### config.mk
export PLATFORM = sky130hd
export DESIGN_NAME = imem_responder
export DESIGN_NICKNAME = d
export VERILOG_FILES = /design/src/rtl/imem_pkg.sv /design/src/rtl/imem_pf_buffer.sv /design/src/rtl/imem_responder.sv
export SDC_FILE = /design/constraint.sdc
export NUM_CORES = 1
export LEC_CHECK = 0
export ABC_CLOCK_PERIOD_IN_PS = 4900
export CAP_MARGIN = 20
export CORE_UTILIZATION = 49
export CTS_CLUSTER_DIAMETER = 100
export DETAILED_ROUTE_END_ITERATION = 6
export GPL_TIMING_DRIVEN = 1
export PLACE_DENSITY = 0.86
export SLEW_MARGIN = 5
export SYNTH_ARGS = -nofsm -noshare
export SYNTH_HDL_FRONTEND = slang
export SYNTH_SLANG_ARGS = --single-unit
### constraint.sdc
create_clock -name stage_clk -period 4.9 [get_ports stage_clk]
set_input_delay 0.98 -clock stage_clk [delete_from_list [all_inputs] [get_ports stage_clk]]
set_output_delay 0.98 -clock stage_clk [all_outputs]
set_load 0.03 [all_outputs]
### src/rtl/imem_pkg.sv
`default_nettype none
// +--------------------------------------------------------------------------+
// | imem_pkg : shared states and constants for the imem_responder fetch path  |
// | Rev 1.0  : initial release (PF state present only with IMEM_PREFETCH_EN)  |
// +--------------------------------------------------------------------------+
package imem_pkg;

   localparam int          TIMEOUT_CYC_DEFAULT = 255;
   localparam int          CNT_W               = 8;
   localparam logic [31:0] NOP_INSTR           = 32'h0000_0013;
   localparam logic [31:0] LAST_WORD           = 32'hFFFF_FFFC;

   typedef enum logic [1:0] {
      IDLE,
      REQ,
      DRAIN
`ifdef IMEM_PREFETCH_EN
      , PF
`endif
   } state_e;

   function automatic logic is_aligned(input logic [31:0] addr);
      return (addr[1:0] == 2'b00);
   endfunction

endpackage : imem_pkg
`default_nettype wire

### src/rtl/imem_pf_buffer.sv
`default_nettype none
// +--------------------------------------------------------------------------+
// | imem_pf_buffer : one-entry prefetch buffer (tag, data, valid)            |
// | Rev 1.0  : initial release; used only when IMEM_PREFETCH_EN is defined   |
// +--------------------------------------------------------------------------+
module imem_pf_buffer
   import imem_pkg::*;
(
   input  logic        stage_clk,
   input  logic        reset_n,
   input  logic        wr_en,
   input  logic [31:0] wr_tag,
   input  logic [31:0] wr_data,
   input  logic        invalidate,
   input  logic [31:0] lookup_addr,
   output logic        hit,
   output logic [31:0] rd_data
);

   logic [31:0] tag_q,   tag_d;
   logic [31:0] data_q,  data_d;
   logic        valid_q, valid_d;

   // Invalidate wins over a same-cycle write so a redirect never leaves stale data.
   always_comb begin
      tag_d   = tag_q;
      data_d  = data_q;
      valid_d = valid_q;
      if (invalidate) begin
         valid_d = 1'b0;
      end else if (wr_en) begin
         tag_d   = wr_tag;
         data_d  = wr_data;
         valid_d = 1'b1;
      end
   end

   always_ff @(posedge stage_clk or negedge reset_n) begin
      if (!reset_n) begin
         tag_q   <= '0;
         data_q  <= '0;
         valid_q <= 1'b0;
      end else begin
         tag_q   <= tag_d;
         data_q  <= data_d;
         valid_q <= valid_d;
      end
   end

   assign hit     = valid_q && (tag_q == lookup_addr);
   assign rd_data = data_q;

endmodule : imem_pf_buffer
`default_nettype wire

### src/rtl/imem_responder.sv
`default_nettype none
// +--------------------------------------------------------------------------+
// | imem_responder : instruction-fetch responder with timeout and flush      |
// | Rev 1.0  : initial release; IMEM_PREFETCH_EN adds next-line prefetch     |
// +--------------------------------------------------------------------------+
module imem_responder
   import imem_pkg::*;
#(
   parameter int TIMEOUT_CYC = TIMEOUT_CYC_DEFAULT
) (
   input  logic        stage_clk,
   input  logic        reset_n,
   input  logic        fetch_req,
   input  logic [31:0] fetch_pc,
   input  logic        flush,
   output logic [31:0] instr_out,
   output logic        instr_valid,
   output logic        stall,
   output logic        fault,
   output logic        mem_rd,
   output logic [31:0] mem_addr,
   input  logic [31:0] mem_rdata,
   input  logic        mem_ack
);

   localparam logic [CNT_W-1:0] TMO_LAST = CNT_W'(TIMEOUT_CYC - 1);

   state_e             state_q,       state_d;
   logic [CNT_W-1:0]   cnt_q,         cnt_d;
   logic               mem_rd_q,      mem_rd_d;
   logic [31:0]        mem_addr_q,    mem_addr_d;
   logic [31:0]        instr_out_q,   instr_out_d;
   logic               instr_valid_q, instr_valid_d;
   logic               fault_q,       fault_d;

   logic               timeout;
   logic               pf_hit;
   logic [31:0]        pf_rdata;

`ifdef IMEM_PREFETCH_EN
   logic               pf_wr;

   imem_pf_buffer u_pf_buffer (
      .stage_clk   (stage_clk),
      .reset_n     (reset_n),
      .wr_en       (pf_wr),
      .wr_tag      (mem_addr_q),
      .wr_data     (mem_rdata),
      .invalidate  (flush),
      .lookup_addr (fetch_pc),
      .hit         (pf_hit),
      .rd_data     (pf_rdata)
   );
`else
   assign pf_hit   = 1'b0;
   assign pf_rdata = '0;
`endif

   assign timeout = (cnt_q == TMO_LAST);

   always_comb begin
      state_d       = state_q;
      cnt_d         = cnt_q;
      mem_rd_d      = mem_rd_q;
      mem_addr_d    = mem_addr_q;
      instr_out_d   = instr_out_q;
      instr_valid_d = 1'b0;
      fault_d       = 1'b0;
`ifdef IMEM_PREFETCH_EN
      pf_wr         = 1'b0;
`endif
      case (state_q)
         IDLE: begin
            mem_rd_d = 1'b0;
            cnt_d    = '0;
            if (fetch_req && !flush) begin
               if (!is_aligned(fetch_pc)) begin
                  instr_valid_d = 1'b1;
                  fault_d       = 1'b1;
                  instr_out_d   = NOP_INSTR;
               end else if (pf_hit) begin
                  instr_valid_d = 1'b1;
                  instr_out_d   = pf_rdata;
               end else begin
                  state_d    = REQ;
                  mem_rd_d   = 1'b1;
                  mem_addr_d = fetch_pc;
               end
            end
         end
         REQ: begin
            cnt_d = cnt_q + 1'b1;
            if (flush) begin
               // Flush beats a same-cycle ack: the returned word is dropped.
               if (mem_ack || timeout) begin
                  state_d  = IDLE;
                  mem_rd_d = 1'b0;
               end else begin
                  state_d = DRAIN;
               end
            end else if (mem_ack) begin
               instr_valid_d = 1'b1;
               instr_out_d   = mem_rdata;
`ifdef IMEM_PREFETCH_EN
               if (mem_addr_q != LAST_WORD) begin
                  state_d    = PF;
                  mem_addr_d = mem_addr_q + 32'd4;
                  cnt_d      = '0;
               end else begin
                  state_d  = IDLE;
                  mem_rd_d = 1'b0;
               end
`else
               state_d  = IDLE;
               mem_rd_d = 1'b0;
`endif
            end else if (timeout) begin
               state_d       = IDLE;
               mem_rd_d      = 1'b0;
               instr_valid_d = 1'b1;
               fault_d       = 1'b1;
               instr_out_d   = NOP_INSTR;
            end
         end
         DRAIN: begin
            cnt_d = cnt_q + 1'b1;
            if (mem_ack || timeout) begin
               state_d  = IDLE;
               mem_rd_d = 1'b0;
            end
         end
`ifdef IMEM_PREFETCH_EN
         PF: begin
            cnt_d = cnt_q + 1'b1;
            if (flush) begin
               if (mem_ack || timeout) begin
                  state_d  = IDLE;
                  mem_rd_d = 1'b0;
               end else begin
                  state_d = DRAIN;
               end
            end else if (mem_ack) begin
               pf_wr    = 1'b1;
               state_d  = IDLE;
               mem_rd_d = 1'b0;
            end else if (timeout) begin
               state_d  = IDLE;
               mem_rd_d = 1'b0;
            end
         end
`endif
         default: begin
            state_d  = IDLE;
            mem_rd_d = 1'b0;
         end
      endcase
   end

   always_ff @(posedge stage_clk or negedge reset_n) begin
      if (!reset_n) begin
         state_q       <= IDLE;
         cnt_q         <= '0;
         mem_rd_q      <= 1'b0;
         mem_addr_q    <= '0;
         instr_out_q   <= '0;
         instr_valid_q <= 1'b0;
         fault_q       <= 1'b0;
      end else begin
         state_q       <= state_d;
         cnt_q         <= cnt_d;
         mem_rd_q      <= mem_rd_d;
         mem_addr_q    <= mem_addr_d;
         instr_out_q   <= instr_out_d;
         instr_valid_q <= instr_valid_d;
         fault_q       <= fault_d;
      end
   end

   assign stall       = (state_q != IDLE);
   assign instr_out   = instr_out_q;
   assign instr_valid = instr_valid_q;
   assign fault       = fault_q;
   assign mem_rd      = mem_rd_q;
   assign mem_addr    = mem_addr_q;

endmodule : imem_responder
`default_nettype wire

==> reports/metrics.yaml <==
outcome:
  status: "complete, no violations"
finish:
  layout.nets: 565
  regArea_sq_um: 1927
  multi_input_area_sq_um: 1740
  area_growth_pct: 39.95
  drive_gt1_share_pct: 12.73
  antenna_cells: 0
  stdcell_count: 597
  final.fill_count: 557
yosys:
  ys_types: 48
  yosysTopAreaCellShare_pct: 48.67
  synth-edff-count: 0
  synthFlopType: "dfrtp_1"
  synth_warnings: 0
  synth_area_sq_um: 3959
  ys_seq_elements: 77
  syn_nets: 439
  async_reset_ff_share_pct: 100.0
  syn_inst: 364
  ys_seq_area_share_pct: 48.67
  yosys-top-cells-area: "dfrtp_1, mux2_4, o221ai_1, a31oi_1, and2_1"
  syn_avg_cell_area_sq_um: 10.88
  yosys.area.top_type: "dfrtp_1"
timing:
  period_needed_ps: 2973
  final-max-slew-violation-count: 0
  fin_hold_ws_ps: 497.7
  fin_crit_sh_pct: 60.68
  finClkSkew_ps: 10.65
  finalSetupViolCount: 0
  fin_setup_tns_ps: 0
  worst_slew_pin_slew_ps: 1011
  rsz0062_at_grt: "no"
  finalHoldViolations: 0
  maxSlewHeadroom_pct: 32.35
  fmax_ghz: 0.3363
critical_path:
  rr_worst_depth: 6
  r2r-end: "instr_out[0]$_DFFE_PN0P_"
  rr_startpoint: "state_q[1]$_DFFE_PN0P_"
  cp_common_cell: "inv_1"
  crit_slowest_cell: "clkdlybuf4s50_1"
  required_ps: 3920
  critPathCaptureType: "output port"
  arrival_ps: 1990
  path_cells: "inv_1, ha_1, inv_1, clkdlybuf4s50_1"
  crit_fanout: 6
  start_kind: "flip-flop"
  regToRegSetupSlack_ps: 2610
  cpPeakStageDelay_ps: 700
  critical_path_class: "flip-flop to output port"
clocking:
  cts_hold_repair.buffers: 0
  clock_latency_ps: 350
  cts_setup_buffers: 0
  cts_resized: 0
  ctsLongestPathBuffers: 2
  cts.clk_slew.worst_paths_ps: 80
  cts_tree: "yes"
  cts.sinks: 77
  cts_buffers: 9
  htreeDepth: 3
  cts_root_buf: "clkbuf_8"
placement:
  port_buffers: 136
  place.gp.congestion: 0.7778
  hpwl_um: 6846
  dp_cells: 580
floorplanning:
  chipWidth_um: 91.89
  dieArea_sq_um: 8443
  core_sq_um: 7767
  num_rows: 32
  die_y_um: 91.89
  initial_core_util_pct: 50.97
  pin_count: 137
grt:
  grt_max_degree: 78
  first_global_vias: 3324
  globalRouteOverflowTotal: 0
  grt.total_usage_pct: 24.90
  grt_pass1_wl_um: 16480
  antenna_found_initial: 0
detailed_routing:
  antenna_left: 0
  wire_per_inst_um: 16.97
  avgViaCountPerCell: 5.561
  drt_wl_total_um: 10130
  vias: 3320
  drtIter0Drc: 177
  firstDrtPassIters: 4
  drc_errors: 0
pwr:
  ir_drop_mv: 0.3254
  power_frac_clock_pct: 13.2
  swShare_pct: 41.68
  power_density_nw_per_um2: 596.2
  p_int_uw: 1926
  seqPwrFrac_pct: 34.1
  combPwrFrac_pct: 52.7
  p_leak_uw: 0.002387
  switchingPower_uw: 1377
worst_hold_path:
  hold_path_startpoint: "mem_addr[0]$_DFFE_PN0P_"
  hold_path_depth: 1
  hold_end: "mem_addr[0]$_DFFE_PN0P_"
  holdCritPathClass: "flip-flop to flip-flop"
flow_run:
  drv_cap: 0
[layout make-up]
type	instances	share of cell area (%)
clock inverters	6	0.8582
flip-flops and latches	77	34.78
clock buffers	10	2.304
well taps	102	2.304
inverters	37	2.507
repair buffers	142	25.84
multi-input cells	223	31.41
[sequential cells by signal, summed over array words and instances (netlist names)]
register / cells
instr_out: 32
instr_valid: 1
cnt_q: 8
mem_addr: 32
mem_rd: 1
fault: 1
state_q: 2
[layer usage]
metal	global-route usage (%)	vias up	routed length, um
li1	-	1550	-
met1	30.84	1658	4074
met2	43.41	100	5389
met3	5.970	12	526
met4	6.641	0	138
met5	0	-	0
[cell usage in the layout, fill, tap and decap left out, drive strengths merged, types with 2 or more instances in the layout]
cell type        n
clkdlybuf4s50  135
o221ai          29
a21oi            6
nor2b            7
nor2             3
o211ai           2
o221a            4
and2            32
nand3            3
o21ai            5
clkinvlp         4
o32ai            2
nand4            2
mux2            31
buf              7
nand2b           2
ha               6
clkbuf          10
nand2           36
dfrtp           77
inv             39
a31oi           32
mux2i            2
[worst max-delay path: cells and delay by family, from the launching register on]
| family | cells | cell delay, ps |
|---|---|---|
| buffers and inverters | 3 | 940 |
| flip-flops | 1 | 430 |
| adder cells (fa/ha/maj) | 1 | 290 |
[power by group through the flow]
stage                     clock network, uW  registers [uW]  logic (uW)
after CTS                               447            1120        1750
after floorplan                           0            1610         521
final                                   436            1130        1740
after detailed placement                  0            1120        1740
after global routing                    470            1160        1840
after global placement                    0            1110        1700
[how the worst max path moves through the flow]
stage	from	endpoint	cells past startpoint
detailed placement	flush	mem_addr[21]$_DFFE_PN0P_	5
global placement	flush	mem_addr[15]$_DFFE_PN0P_	5
CTS	state_q[0]$_DFFE_PN0P_	stall	4
global route	flush	mem_rd$_DFFE_PN0N_	5
floorplan	flush	mem_addr[10]$_DFFE_PN0P_	4
finish	state_q[0]$_DFFE_PN0P_	stall	4
[cells in the mapped netlist (all sizes together) (2+ instances only)]
library cell  instances
o221a                 4
nor2b                 7
o221ai               29
nand3                 3
ha                    6
nand2b                2
nor2                  3
dfrtp                77
clkbuf               14
nand2                36
mux2                 31
a31oi                32
nand4                 2
a21oi                 6
o32ai                 2
mux2i                 2
o21ai                 5
and2                 32
inv                  37
o211ai                2
buf                  13
[cell families (layout without fill, tap and decap cells)]
group	after synthesis	after routing	synth area share, %
AOI/OAI and AO/OA	90	90	17.00
buffers and inverters	64	195	7.427
muxes	33	33	11.88
DFF	77	77	48.67
adders and majority gates	6	6	1.896
and+or+nand+nor	94	94	13.12
[per-stage QoR]
step	power [uW]	area, sq um	setup slack, ps	utilization, %
after floorplan	2129	3959	2887	-
after global placement	2810	5323	1677	68.52
after detailed placement	2865	5338	1578	68.72
after CTS	3313	5513	1912	70.97
after global routing	3468	5540	1776	71.33
final	3303	5540	1927	71.33
No activity file was read; power rests on OpenSTA's default activity.
